[config.mk]
export PLATFORM = sky130hd
export DESIGN_NAME = fir_result_tx
export DESIGN_NICKNAME = d
export VERILOG_FILES = /design/src/rtl/fir_result_tx.sv
export SDC_FILE = /design/constraint.sdc
export NUM_CORES = 1
export LEC_CHECK = 0
export CAP_MARGIN = 10
export CORE_MARGIN = 2
export CORE_UTILIZATION = 40
export DETAILED_ROUTE_END_ITERATION = 16
export SLEW_MARGIN = 20
export SYNTH_ARGS = -nofsm -noshare
export SYNTH_HDL_FRONTEND = slang
export SYNTH_SLANG_ARGS = --single-unit
[constraint.sdc]
create_clock -name clk -period 5.3 [get_ports clk]
set_input_delay 1.325 -clock clk [delete_from_list [all_inputs] [get_ports clk]]
set_output_delay 1.325 -clock clk [all_outputs]
set_load 0.005 [all_outputs]
[src/rtl/fir_result_tx.sv]
// FIR result transmitter: small FIFO feeding a framed MSB-first serial link.
// Drops and flags words that arrive while the FIFO is full.
module fir_result_tx #(
  parameter int OutWidth  = 16,
  parameter int FifoDepth = 4,
  parameter int ClkDiv    = 2
) (
  input  logic                         clk,
  input  logic                         rst,
  input  logic [OutWidth-1:0]          in,
  input  logic                         valid,
  input  logic                         ovf_clr,
  output logic                         sclk,
  output logic                         sdata,
  output logic                         frame,
  output logic                         overflow,
  output logic [$clog2(FifoDepth):0]   level
);

  localparam int AW = $clog2(FifoDepth);
  localparam int DW = $clog2(2 * ClkDiv);
  localparam int BW = $clog2(OutWidth);

  localparam logic [DW-1:0] DivLast = DW'(2 * ClkDiv - 1);
  localparam logic [DW-1:0] DivHi   = DW'(ClkDiv - 1);
  localparam logic [AW:0]   Full    = (AW + 1)'(FifoDepth);
  localparam logic [BW-1:0] BitTop  = BW'(OutWidth - 1);

  typedef enum logic [1:0] {
    IDLE,
    LOAD,
    SHIFT,
    GAP
  } state_e;

  state_e              state_q, state_d;
  logic [OutWidth-1:0] mem [FifoDepth];
  logic [AW-1:0]       wptr_q, wptr_d;
  logic [AW-1:0]       rptr_q, rptr_d;
  logic [AW:0]         level_q, level_d;
  logic                ovf_q, ovf_d;
  logic [OutWidth-1:0] sh_q, sh_d;
  logic [BW-1:0]       bit_q, bit_d;
  logic [DW-1:0]       div_q, div_d;
  logic                sclk_q, sclk_d;
  logic                sdata_q, sdata_d;
  logic                frame_q, frame_d;

  logic                pop;
  logic                push;
  logic                drop;
  logic [OutWidth-1:0] head;

  assign pop  = (state_q == LOAD);
  assign push = valid && ((level_q != Full) || pop);
  assign drop = valid && !push;
  assign head = mem[rptr_q];

  // FIFO storage; contents need no reset since level gates every read
  always_ff @(posedge clk) begin
    if (push) mem[wptr_q] <= in;
  end

  // FIFO pointers, occupancy and sticky drop flag (a drop beats a clear)
  always_comb begin
    wptr_d  = wptr_q;
    rptr_d  = rptr_q;
    level_d = level_q;
    ovf_d   = ovf_q;
    if (push) wptr_d = wptr_q + 1'b1;
    if (pop)  rptr_d = rptr_q + 1'b1;
    case ({push, pop})
      2'b10:   level_d = level_q + 1'b1;
      2'b01:   level_d = level_q - 1'b1;
      default: level_d = level_q;
    endcase
    if (drop)         ovf_d = 1'b1;
    else if (ovf_clr) ovf_d = 1'b0;
  end

  // Serializer FSM; outputs are computed one cycle ahead and registered
  always_comb begin
    state_d = state_q;
    sh_d    = sh_q;
    bit_d   = bit_q;
    div_d   = div_q;
    sclk_d  = sclk_q;
    sdata_d = sdata_q;
    frame_d = frame_q;
    case (state_q)
      IDLE: begin
        sclk_d  = 1'b0;
        sdata_d = 1'b0;
        frame_d = 1'b0;
        if (level_q != '0) state_d = LOAD;
      end
      LOAD: begin
        sh_d    = head;
        bit_d   = BitTop;
        div_d   = '0;
        frame_d = 1'b1;
        sdata_d = head[OutWidth-1];
        sclk_d  = 1'b0;
        state_d = SHIFT;
      end
      SHIFT: begin
        if (div_q == DivLast) begin
          div_d  = '0;
          sclk_d = 1'b0;
          if (bit_q == '0) begin
            state_d = GAP;
            frame_d = 1'b0;
            sdata_d = 1'b0;
          end else begin
            bit_d   = bit_q - 1'b1;
            sh_d    = sh_q << 1;
            sdata_d = sh_q[OutWidth-2];
          end
        end else begin
          div_d = div_q + 1'b1;
          if (div_q == DivHi) sclk_d = 1'b1;
        end
      end
      GAP: begin
        sclk_d  = 1'b0;
        sdata_d = 1'b0;
        frame_d = 1'b0;
        if (div_q == DivLast) begin
          div_d   = '0;
          state_d = (level_q != '0) ? LOAD : IDLE;
        end else begin
          div_d = div_q + 1'b1;
        end
      end
      default: state_d = IDLE;
    endcase
  end

  // State registers; reset aborts any word in flight
  always_ff @(posedge clk or negedge rst) begin
    if (!rst) begin
      state_q <= IDLE;
      wptr_q  <= '0;
      rptr_q  <= '0;
      level_q <= '0;
      ovf_q   <= 1'b0;
      sh_q    <= '0;
      bit_q   <= '0;
      div_q   <= '0;
      sclk_q  <= 1'b0;
      sdata_q <= 1'b0;
      frame_q <= 1'b0;
    end else begin
      state_q <= state_d;
      wptr_q  <= wptr_d;
      rptr_q  <= rptr_d;
      level_q <= level_d;
      ovf_q   <= ovf_d;
      sh_q    <= sh_d;
      bit_q   <= bit_d;
      div_q   <= div_d;
      sclk_q  <= sclk_d;
      sdata_q <= sdata_d;
      frame_q <= frame_d;
    end
  end

  assign sclk     = sclk_q;
  assign sdata    = sdata_q;
  assign frame    = frame_q;
  assign overflow = ovf_q;
  assign level    = level_q;

endmodule
==> results.yml, run 1 <==
outcome:
  status: "completed"
timing:
  slew_violations: 0
  maxSlewHeadroom_pct: 46.0
  fin_setup_tns_ns: 0
  setup_viol: 0
  rsz0062_at_grt: "false"
  post-route-period-util_pct: 58.8
  timing.fmax_ghz: 0.321
  fin_skew_ns: 0.0139
  setup_ws_ns: 2.18
  min_period_ns: 3.12
  tightest_slew_ns: 0.810
  hold_viol: 0
drt:
  route.detailed.drc: 0
  wl_per_cell_um: 15.2
  num_vias: 2345
  dr.pass1.iters: 4
  antenna_left: 0
  drt-total-wl_mm: 7.14
  avgViaCountPerCell: 4.99
  drt_iter0_markers: 111
power:
  power_frac_seq_pct: 43.1
  power.leakage_nw: 1.81
  p_int_mw: 1.69
  swShare_pct: 37.8
  pwr-share-comb_pct: 39.2
  clockPowerShare_pct: 17.6
  ir_drop_uv: 186
  total_power_mw: 2.71
  power_switching_mw: 1.03
  power_density_nw_per_um2: 559
critical_path:
  endpoint_kind: "flip-flop"
  slowest_stage: "and2_1"
  slowest_delay_ns: 0.73
  rrSetupSlack_ns: 2.62
  path_max_fanout: 16
  worstSetupPathType: "in -> reg"
  required_ns: 5.29
  path_cells: "clkdlybuf4s50_1 > nor2b_1 > and2_1"
  cp-start-kind: "input port"
  cp_data_arrival_time_ns: 3.11
floorplan:
  core_area_um2: 10400
  dieArea_um2: 11600
  rows: 37
  die_y_um: 108
  die_w_um: 108
  initial_core_util_pct: 41.4
  ios: 27
yosys:
  ys_ff_latch: 98
  synth_top_area_share_pct: 44.8
  yosysTopAreaCell: "edfxtp_1"
  syn_area_um2: 4290
  yosys_warnings: 0
  syn_nets: 338
  synth_cells: 305
  syn_area_per_cell_um2: 14.1
  synthArstFlopShare_pct: 34.7
  synthTopCellsByArea: "edfxtp_1 (45%), dfrtp_1 (20%), mux2i_1 (6.8%)"
  seq_area_frac_synth_pct: 64.6
  synth_edf_count: 64
  synth_cell_types: 42
  ys.flop_type: "edfxtp_1"
layout:
  n_antenna_cell: 0
  area_growth_pct: 13.1
  final_cells: 470
  most-common-layout-cells: "edfxtp_1 (64), dfrtp_1 (34), mux2i_1 (29)"
  drive_gt1_share_pct: 16.8
  final_common_cell: "edfxtp_1"
  layout.nets: 362
  final_cell_area_um2: 4850
  fillers: 949
placed_design:
  dpl_worst_slack_ns: 1.76
  portBuffers: 26
  post-place-cells: 454
  dp_hpwl_mm: 4.54
  post_dp_cell_area_um2: 4650
  place_congestion: 0.729
cts:
  h-tree-depth: 3
  clk_pin_slew_ns: 0.11
  clockRootBuffer: "clkbuf_8"
  cts_setup_buffers: 0
  ctsLongestPathBuffers: 2
  postCtsHoldBufs: 0
  cts_resized: 0
  numCtsBuffers: 9
  cts_tree: "yes"
  cts.sink_count: 98
  clk_latency_ns: 0.37
grt:
  grt_pass1_vias: 2310
  gr-total-overflow: 0
  grt_pass1_wl_mm: 11.7
  grt_usage_pct: 13.4
  grt_max_degree: 35
  antenna_found_initial: 0
hold_path:
  hold_path_class: "reg -> reg"
run:
  cap_viol_max_count: 0
## power by group through the flow
stage	combinational (mW)	clock, mW	sequential (mW)
final	1.06	0.478	1.17
after global routing	1.19	0.529	1.20
after CTS	1.09	0.498	1.17
after detailed placement	1.09	0	1.19
after global placement	1.06	0	1.18
after floorplan	0.854	0	1.16
## critical path: cells and delay by family
kind / cells / cell delay (ns)
buf+inv: 1 / 0.65
simple gates: 2 / 1.14
## synthesized netlist by cell type (2+ instances only)
| master | number |
|---|---|
| nor2_4 | 2 |
| a21o_1 | 2 |
| nor2_2 | 12 |
| nor4b_1 | 2 |
| nor2b_1 | 3 |
| a21oi_2 | 14 |
| a21oi_1 | 19 |
| nor2_1 | 9 |
| mux4_2 | 2 |
| mux2i_1 | 29 |
| o22ai_1 | 15 |
| and2_1 | 4 |
| clkbuf_1 | 5 |
| buf_6 | 3 |
| nand2_1 | 9 |
| inv_1 | 15 |
| buf_2 | 8 |
| dfrtp_1 | 34 |
| xnor2_1 | 4 |
| nand2b_1 | 5 |
| nor3_1 | 4 |
| nor4_1 | 2 |
| ha_1 | 12 |
| edfxtp_1 | 64 |
| o21ai_0 | 8 |
| mux2_2 | 3 |
## flip-flops by register name, summed over array words and instances (netlist names), 2 cells and up
register	count
rptr_q	2
div_q	2
state_q	2
mem	64
sh_q	15
bit_q	4
wptr_q	2
level	3
## final cells by class
type | instances | area, µm² | share of cell area, %
Timing Repair Buffer | 29 | 283 | 5.83
Inverter | 15 | 56.3 | 1.16
Sequential cell | 98 | 2770 | 57.2
Tap cell | 136 | 170 | 3.51
Clock buffer | 9 | 124 | 2.55
Clock inverter | 7 | 76.3 | 1.57
Multi-Input combinational cell | 176 | 1370 | 28.2
## metal layers
layer	up-vias	part of all wire [%]	GRT usage, %	routed length, µm
met2	32	48	20.4	3400
met4	0	1.1	4.40	82
met1	1151	48	18.6	3410
met3	4	3.5	3.63	251
li1	1158	-	-	-
met5	-	0	0	0
## logic make-up (layout without fill, tap and decap cells)
| logic type | after synthesis | after routing | share of synthesized area (%) |
|---|---|---|---|
| flip-flops | 98 | 98 | 64.6 |
| AND/OR/NAND/NOR | 56 | 56 | 7.58 |
| multiplexers | 34 | 34 | 8.60 |
| adder cells (fa/ha/maj) | 13 | 13 | 3.97 |
| XOR/XNOR | 5 | 5 | 1.02 |
| AO/OA/AOI/OAI | 68 | 68 | 10.7 |
| buffers and inverters | 31 | 60 | 3.47 |
## worst paths after layout
| path | startpoint | to | depth (start not counted) |
|---|---|---|---|
| worst max-delay path | valid | mem[2][15] | 3 |
| worst min-delay path | sclk | sclk | 2 |
| worst max register to register | state_q[1] | mem[2][15] | 5 |
| worst min register to register | sclk | sclk | 2 |
| max in group asynchronous | rst | bit_q[2] | 2 |
| min in group asynchronous | rst | sclk | 2 |
## per-stage QoR
stage	util [%]	hold WS [ns]
detailed placement	44.8	0.491
global route	46.8	0.546
finish	46.8	0.514
global placement	44.8	0.477
CTS	46.8	0.516
floorplan	-	0.477
Note: power is estimated with default switching activity, not from simulation.
==> run 2, diff against run 1 <==
- clock period: 5.3 -> 3 ns (I/O delays scaled with it)
==> results.yml, run 2 (synthesized netlist as in run 1, its figures left out) <==
outcome:
  status: "completed"
power:
  power_density_nw_per_um2: 981
  power_switching_mw: 1.80
  power.leakage_nw: 1.84
  p_int_mw: 3.01
  swShare_pct: 37.4
  power_frac_seq_pct: 43.4
  ir_drop_uv: 349
  pwr-share-comb_pct: 38.8
  clockPowerShare_pct: 17.8
placed_design:
  dp_hpwl_mm: 4.81
  place_congestion: 0.761
  portBuffers: 26
  post_dp_cell_area_um2: 4690
layout:
  most-common-layout-cells: "edfxtp_1 (64), dfrtp_1 (34), mux2i_1 (29)"
  drive_gt1_share_pct: 18.0
  final_common_cell: "edfxtp_1"
  utilization_pct: 47.2
  top_register: "mem"
  area_growth_pct: 14.1
  largest_reg_flops: 64
  n_antenna_cell: 0
  final_cell_area_um2: 4890
  reg_top3: "mem x64, sh_q x15, bit_q x4"
  layout.nets: 367
floorplan:
  dieArea_um2: 11600
  die_w_um: 108
  ios: 27
  die_y_um: 108
  initial_core_util_pct: 41.4
  core_area_um2: 10400
  rows: 37
cts:
  clk_latency_ns: 0.37
  cts_resized: 0
  h-tree-depth: 3
  cts.sink_count: 98
  clockRootBuffer: "clkbuf_8"
  clk_pin_slew_ns: 0.11
  cts_tree: "yes"
  ctsLongestPathBuffers: 2
  postCtsHoldBufs: 0
  numCtsBuffers: 9
  cts_setup_buffers: 0
timing:
  rsz0062_at_grt: "false"
  setup_viol: 0
  post-route-period-util_pct: 73.4
  fin_skew_ns: 0.0126
  tightest_slew_ns: 0.551
  timing.fmax_ghz: 0.454
  min_period_ns: 2.20
  slew_violations: 0
  hold_viol: 0
  maxSlewHeadroom_pct: 63.3
  fin_setup_tns_ns: 0
drt:
  dr.pass1.iters: 4
  drt_iter0_markers: 149
  wl_per_cell_um: 14.9
  route.detailed.drc: 0
  num_vias: 2343
  drt-total-wl_mm: 7.07
  antenna_left: 0
  avgViaCountPerCell: 4.93
hold_path:
  hold_path_class: "reg -> reg"
run:
  cap_viol_max_count: 0
critical_path:
  required_ns: 3.06
  r2r_end: "mem[1][14]"
  crit_path_end: "mem[3][0]"
  rr_worst_depth: 7
  cp-start-kind: "input port"
  r2r_start: "state_q[1]"
  cp_data_arrival_time_ns: 2.26
  worstSetupPathType: "in -> reg"
  rrSetupSlack_ns: 0.85
  endpoint_kind: "flip-flop"
  path_max_fanout: 16
  worstSetupStartpoint: "valid"
grt:
  grt_pass1_wl_mm: 11.5
  grt_pass1_vias: 2266
  grt_usage_pct: 13.4
  gr-total-overflow: 0
  antenna_found_initial: 0
  grt_max_degree: 35
run 2: cell count changes in the layout (fill, tap and decap cells not counted), sizes merged:
cell	before	now
buf	3	8
run 2: area by class of cell:
| class | instances | area, µm² |
|---|---|---|
| Clock buffer | 9 | 124 |
| Clock inverter | 7 | 81.3 |
| Fill cell | 941 | 5480 |
| Inverter | 15 | 56.3 |
| Multi-Input combinational cell | 176 | 1370 |
| Sequential cell | 98 | 2770 |
| Tap cell | 136 | 170 |
| Timing Repair Buffer | 34 | 320 |
run 2: worst min path at each step:
stage	startpoint	endpoint	slack, ns	cells past startpoint
final	sclk	sclk	0.51	2
after global routing	frame	frame	0.55	1
after CTS	sclk	sclk	0.51	2
after detailed placement	sclk	sclk	0.48	2
after global placement	sclk	sclk	0.48	2
after floorplan	rst	bit_q[0]	0.45	0
run 2: through the flow:
step	hold slack, ns	setup slack, ns	power, mW	instances
floorplan	0.454	0.801	3.56	305
global placement	0.480	0.437	3.96	459
detailed placement	0.483	0.408	4.01	459
CTS	0.511	0.805	4.87	475
global route	0.545	0.608	5.16	475
finish	0.507	0.799	4.80	475
run 2: power by group through the flow:
stage | clock network (mW) | logic, mW | registers (mW)
finish | 0.853 | 1.86 | 2.08
global route | 0.939 | 2.09 | 2.13
CTS | 0.884 | 1.90 | 2.09
detailed placement | 0 | 1.89 | 2.12
global placement | 0 | 1.85 | 2.11
floorplan | 0 | 1.51 | 2.05
run 2: per-layer routing:
| layer | GRT usage (%) | vias up | wire length (µm) |
|---|---|---|---|
| met5 | 0 | - | 0 |
| li1 | - | 1181 | - |
| met3 | 3.27 | 7 | 179 |
| met4 | 5.77 | 0 | 91 |
| met2 | 19.4 | 27 | 3150 |
| met1 | 19.1 | 1128 | 3650 |
run 2: worst max-delay path: stages:
cell and delay [ns]:
clkdlybuf4s50_1 0.64, nor2b_1 0.43, and2_1 0.19, buf_4 0.24
